--- src/rtl/alu_dr_injector.sv ---
// rtl/alu_dr_injector.sv - clocked dual-rail token injector feeding the self-timed ALU stage
//
// Buffers binary operand words in a small FIFO, encodes each one as a dual-rail
// codeword and runs the four-phase return-to-zero handshake against ack_in.
//
// Optional feature macro: ALU_DR_ACK_TIMEOUT_EN (ack watchdog driving err).
//
// Ports:
//   clk, rst_n        clock (rising edge), asynchronous active-low reset
//   in_valid/in_ready operand word handshake; in_ready = !full
//   in_a, in_b        binary operands (W bits)
//   in_sub            1 = subtract, 0 = add
//   a_dr, b_dr        dual-rail operands (2W wires), bit i on [2i+1]=true, [2i]=false
//   sub_dr            dual-rail op select, [1]=true, [0]=false
//   ack_in            ack_out of the ALU stage (asynchronous)
//   busy              handshake in progress (state != SPACER)
//   level             FIFO occupancy
//   err               ack watchdog flag (0 unless ALU_DR_ACK_TIMEOUT_EN)

module alu_dr_injector #(
    parameter int W           = 4,
    parameter int DEPTH       = 4,
    parameter int SYNC_STAGES = 2,
    parameter int TIMEOUT     = 255
) (
    input  logic                     clk,
    input  logic                     rst_n,
    input  logic                     in_valid,
    output logic                     in_ready,
    input  logic [W-1:0]             in_a,
    input  logic [W-1:0]             in_b,
    input  logic                     in_sub,
    output logic [2*W-1:0]           a_dr,
    output logic [2*W-1:0]           b_dr,
    output logic [1:0]               sub_dr,
    input  logic                     ack_in,
    output logic                     busy,
    output logic [$clog2(DEPTH):0]   level,
    output logic                     err
);

    localparam int AW = $clog2(DEPTH);
    localparam int LW = AW + 1;
    localparam int DW = 2 * W + 1;

    typedef enum logic [1:0] {
        SPACER = 2'd0,
        DATA   = 2'd1,
        RTZ    = 2'd2
    } state_t;

    state_t state, next_state;

    function automatic logic [2*W-1:0] encode(input logic [W-1:0] v);
        logic [2*W-1:0] r;
        for (int i = 0; i < W; i++) begin
            r[2*i+1] = v[i];
            r[2*i]   = ~v[i];
        end
        return r;
    endfunction

    // ---------------------------------------------------------------
    // ack synchroniser
    // ---------------------------------------------------------------
    logic [SYNC_STAGES-1:0] ack_sync;
    logic                   ack_s;

    always_ff @(posedge clk or negedge rst_n) begin
        if (!rst_n) begin
            ack_sync <= '0;
        end else begin
            ack_sync <= {ack_sync[SYNC_STAGES-2:0], ack_in};
        end
    end

    assign ack_s = ack_sync[SYNC_STAGES-1];

    // ---------------------------------------------------------------
    // input FIFO; pointers carry one extra wrap bit so that
    // wr_ptr - rd_ptr is the occupancy directly
    // ---------------------------------------------------------------
    logic [DW-1:0] mem [DEPTH];
    logic [AW:0]   wr_ptr, rd_ptr;
    logic          full, push, pop;
    logic [DW-1:0] head;

    assign level    = wr_ptr - rd_ptr;
    assign full     = (level == LW'(DEPTH));
    assign in_ready = !full;
    assign push     = in_valid && !full;
    assign head     = mem[rd_ptr[AW-1:0]];

    always_ff @(posedge clk) begin
        if (push) begin
            mem[wr_ptr[AW-1:0]] <= {in_a, in_b, in_sub};
        end
    end

    always_ff @(posedge clk or negedge rst_n) begin
        if (!rst_n) begin
            wr_ptr <= '0;
            rd_ptr <= '0;
        end else begin
            if (push) wr_ptr <= wr_ptr + 1'b1;
            if (pop)  rd_ptr <= rd_ptr + 1'b1;
        end
    end

    // ---------------------------------------------------------------
    // handshake FSM
    // ---------------------------------------------------------------
    always_ff @(posedge clk or negedge rst_n) begin
        if (!rst_n) begin
            state <= SPACER;
        end else begin
            state <= next_state;
        end
    end

    // pop decisions look at the registered level, so an entry written on
    // this edge is not visible until the next one (no fall-through)
    always_comb begin
        next_state = state;
        pop        = 1'b0;
        case (state)
            SPACER: begin
                if (!ack_s && level != '0) begin
                    pop        = 1'b1;
                    next_state = DATA;
                end
            end
            DATA: begin
                if (ack_s) next_state = RTZ;
            end
            RTZ: begin
                if (!ack_s) begin
                    if (level != '0) begin
                        pop        = 1'b1;
                        next_state = DATA;
                    end else begin
                        next_state = SPACER;
                    end
                end
            end
            default: next_state = SPACER;
        endcase
    end

    assign busy = (state != SPACER);

    // rails are pure flops: loaded on a pop, cleared whenever we leave DATA.
    // A pop only happens from SPACER/RTZ where rails are already zero, so a
    // spacer always separates two codewords.
    always_ff @(posedge clk or negedge rst_n) begin
        if (!rst_n) begin
            a_dr   <= '0;
            b_dr   <= '0;
            sub_dr <= '0;
        end else if (pop) begin
            a_dr   <= encode(head[DW-1:W+1]);
            b_dr   <= encode(head[W:1]);
            sub_dr <= {head[0], ~head[0]};
        end else if (next_state != DATA) begin
            a_dr   <= '0;
            b_dr   <= '0;
            sub_dr <= '0;
        end
    end

    // ---------------------------------------------------------------
    // ack watchdog
    // ---------------------------------------------------------------
`ifdef ALU_DR_ACK_TIMEOUT_EN
    localparam int CW = ($clog2(TIMEOUT + 1) > 8) ? $clog2(TIMEOUT + 1) : 8;

    logic [CW-1:0] wd_cnt;
    logic          err_q;

    // counter saturates at TIMEOUT; err is raised on the edge it gets there
    always_ff @(posedge clk or negedge rst_n) begin
        if (!rst_n) begin
            wd_cnt <= '0;
            err_q  <= 1'b0;
        end else begin
            if (next_state != state) begin
                wd_cnt <= '0;
            end else if (state != SPACER && wd_cnt != CW'(TIMEOUT)) begin
                wd_cnt <= wd_cnt + CW'(1);
                if (wd_cnt == CW'(TIMEOUT - 1)) err_q <= 1'b1;
            end
        end
    end

    assign err = err_q;
`else
    assign err = 1'b0;
`endif

endmodule
--- config.mk ---
export PLATFORM = sky130hd
export DESIGN_NAME = alu_dr_injector
export DESIGN_NICKNAME = d
export VERILOG_FILES = /design/src/rtl/alu_dr_injector.sv
export SDC_FILE = /design/constraint.sdc
export NUM_CORES = 1
export LEC_CHECK = 0
export CELL_PAD_IN_SITES_DETAIL_PLACEMENT = 0
export CELL_PAD_IN_SITES_GLOBAL_PLACEMENT = 1
export CORE_MARGIN = 2
export CORE_UTILIZATION = 43
export CTS_BUF_LIST = sky130_fd_sc_hd__clkbuf_4 sky130_fd_sc_hd__clkbuf_8
export CTS_CLUSTER_SIZE = 10
export DETAILED_ROUTE_END_ITERATION = 8
export HOLD_SLACK_MARGIN = 0.15
export PLACE_DENSITY = 0.78
export SYNTH_ARGS = -nofsm -noshare
export SYNTH_HDL_FRONTEND = slang
export SYNTH_SLANG_ARGS = --single-unit
--- constraint.sdc ---
create_clock -name clk -period 2 [get_ports clk]
set_input_delay 0.4 -clock clk [delete_from_list [all_inputs] [get_ports clk]]
set_output_delay 0.4 -clock clk [all_outputs]
set_load 0.005 [all_outputs]
==> metrics.md <==
| Metric | Value |
|---|---|
| GR Overflow Total | 0 |
| Die width | 80.67 microns |
| Maximum vdd drop | 0.7896 mV |
| Antenna cells | 0 |
| Initial antenna violation count | 0 |
| First-pass GRT wire length | 7659 microns |
| Met3 global-route usage | 5.056% |
| Area growth from synthesis to layout | 36.29% |
| Vias in the first global route | 1416 |
| Top post-synthesis cells by area | edfxtp_1, dfrtp_1, mux4_2, a22o_2, o2bb2ai_1 |
| Area occupied by multi-input gates | 820.8 sq um |
| Synth top cells by count | edfxtp_1, dfrtp_1, a22o_2, mux4_2, o2bb2ai_1 |
| Number of enable flip-flop cells after synthesis | 36 |
| Antenna viol nets, final | 0 |
| Non-filler cells, final | 279 |
| Final hold vios | 0 |
| Syn avg cell area | 18.31 sq um |
| Clk Latency, worst-skew pair | 0.34 ns |
| Main synth FF type | edfxtp_1 |
| Num CTS Buffers | 9 |
| Clock sink total | 64 |
| Via count | 1479 |
| Die area | 0.006507 sq mm |
| H-Tree Depth | 3 |
| Net count, final | 222 |
| Status | finished with violations |
| Leak pwr | 0.001349 uW |
| PwrDens | 1784 mW/mm^2 |
| FP Rows | 27 |
| Most common cell in the netlist | edfxtp_1 |
| Core ar. | 0.005608 sq mm |
| Initial Util | 45.07% |
| Largest family of logic cells by synthesized area | compound AO/OA/AOI/OAI gates |
| Clock buffer depth | 2 |
| # IOs | 37 |
| Slew Viols, Final | 0 |
| Final setup margin | -0.1767 ns |
| Met2 Use GR | 26.08% |
| Post-layout min period | 2.177 ns |
| CP Launch Type | flip-flop |
| Total routed wirelength | 5019 microns |
| Mapped Nets | 158 |
| RSZ-0062 raised after global routing | true |
| GR Layer Usage met1 | 22.27% |
| Pwr Total | 6146 uW |
| Dpl cells | 254 |
| Vias per inst | 5.301 |
| Residual DRC | 0 |
| Share of layout cells above drive strength 1 | 36.71% |
| Crit. End Element | output pin |
| Seq/Total Area, Yosys | 70.50% |
| Netlist cell types | 35 |
| Arrival @ worst endpoint | 1.78 ns |
| Failing checks | setup timing |
| Worst-margin pin slew | 0.5103 ns |
| GR peak layer | met2 |
| Final setup fails | 60 |
| Clock skew | 0.006840 ns |
| Worst slew margin | 65.86% |
| Critical path class | reg -> out |
| Final worst path period share | 108.8% |
| Setup TNS | -4.876 ns |
| # fillers | 441 |
| Post-detail-place hpwl | 3158 microns |
| Max_cap viols | 0 |
| Adder-cell share of the synthesized area | 3.762% |
| CTS tree | built |
| DR iter-0 viols | 55 |
| Synth Area in XOR/XNOR | 2.376% |
| Multiplexer share of the synthesized area | 9.059% |
| Pin count of the biggest net entering global routing | 29 |
| Detailed Routing Iterations Pass 1 | 4 |
| FFs w/ async S/R, synth | 43.75% |
| Post-synthesis cell count | 138 |
| Share of the synthesized area in the top cell type | 42.77% |
| Sequential cell area | 0.001782 sq mm |
| Yosys reg bits | 64 |
| Worst hold path class | reg -> reg |
| CTS root buffer | clkbuf_8 |
| Simple-Gate Fraction of Synth Area | 3.020% |
| Final GP Congestion | 0.7377 |
| Maximum fanout along the worst path | 2 |
| Worst-path clk slew | 0.07 ns |
| Gr usage total | 16.96% |
| Synth Area in Compound Gates | 9.158% |
| Warnings from Yosys | 0 |
| Die extent in y | 80.67 microns |
| Mapped Area | 0.002527 sq mm |
| CP Data Required Time | 1.60 ns |
| Max Fclk | 459.4 MHz |
| Wirelength per Cell | 17.99 microns |
| Port Buf Inserts | 35 |
| Dominant cell type by area after synthesis | edfxtp_1 |
[path summary, 6_finish.rpt]
kind	startpoint	cells past startpoint	slack [ns]	to
min in group asynchronous	rst_n	2	0.45	wr_ptr[1]
setup / recovery	rd_ptr[0]	6	-0.18	in_ready
hold / removal	ack_sync[0]	0	0.35	ack_sync[1]
max in group asynchronous	rst_n	2	1.28	b_dr[2]
setup reg to reg	rd_ptr[0]	8	-0.12	wr_ptr[2]
hold reg to reg	ack_sync[0]	0	0.35	ack_sync[1]
[power by group]
part / internal (uW) / total (uW) / switching [uW]
sequential: 1800 / 1970 / 174
combinational: 1620 / 2930 / 1320
clock: 716 / 1240 / 526
[timing repair]
action / CTS / global route
resized for setup: 17 / 5
pin swaps: 10 / 7
gates cloned: 2 / 3
endpoints found under the hold margin: 0 / 0
buffers inserted: 2 / 2
setup endpoints to repair: 17 / 65
hold buffers: 0 / 0
[placed cells by master (no fill, tap or decap), types with 2 or more instances in the layout]
cell type / n
a22o_2: 9
buf_6: 4
nor2_1: 2
dfrtp_1: 28
inv_1: 4
bufinv_16: 2
mux4_2: 9
clkdlybuf4s50_1: 31
xnor2_1: 3
ha_1: 5
edfxtp_1: 36
nand2b_1: 2
clkbuf_8: 9
buf_4: 14
o21a_4: 2
inv_6: 3
and3_4: 8
o2bb2ai_1: 9
[per-stage QoR]
stage                     util [%]  instance area [sq um]  setup slack (ns)  hold WS (ns)
after floorplan                  -                   2577          -0.03101        0.1044
after global placement       55.35                   3104           -0.1344        0.3390
after detailed placement     55.35                   3104           -0.1494        0.3418
after CTS                    60.44                   3390           -0.4086        0.3559
after global routing         61.42                   3445           -0.2516        0.3603
final                        61.42                   3445           -0.1767        0.3516
[flip-flops by register name, summed over array words and instances, names as in the netlist]
name	count
sub_dr	2
ack_sync	2
a_dr	8
b_dr	8
wr_ptr	3
rd_ptr	3
state	2
mem	36
[cell families (layout without fill, tap and decap cells)]
group / Yosys count / after routing
other: 1 / 1
DFF: 64 / 64
AOI/OAI and AO/OA: 26 / 27
and+or+nand+nor: 14 / 18
adders and majority gates: 7 / 7
buffers and inverters: 10 / 74
xor gates and xnor gates: 5 / 5
muxes: 11 / 11
[cell type report]
class	instances	share of cell area [%]
flip-flops and latches	64	51.73
multi-input cells	69	23.83
repair buffers	53	14.71
clock buffers	9	3.596
clock inverters	7	2.979
well taps	72	2.615
inverters	5	0.5449
[per-layer routing]
| layer | vias up | part of all wire, % |
|---|---|---|
| met5 | - | 0 |
| met4 | 0 | 1.7 |
| met3 | 7 | 3.9 |
| met2 | 34 | 52 |
| met1 | 759 | 43 |
| li1 | 679 | - |
[critical path: stages (launching register included)]
cell and delay, ns:
dfrtp_1 0.41, ha_4 0.17, fa_2 0.34, xor3_2 0.25, buf_6 0.14, nand3_4 0.05, buf_6 0.09
Power figures use the tool's default switching activity.
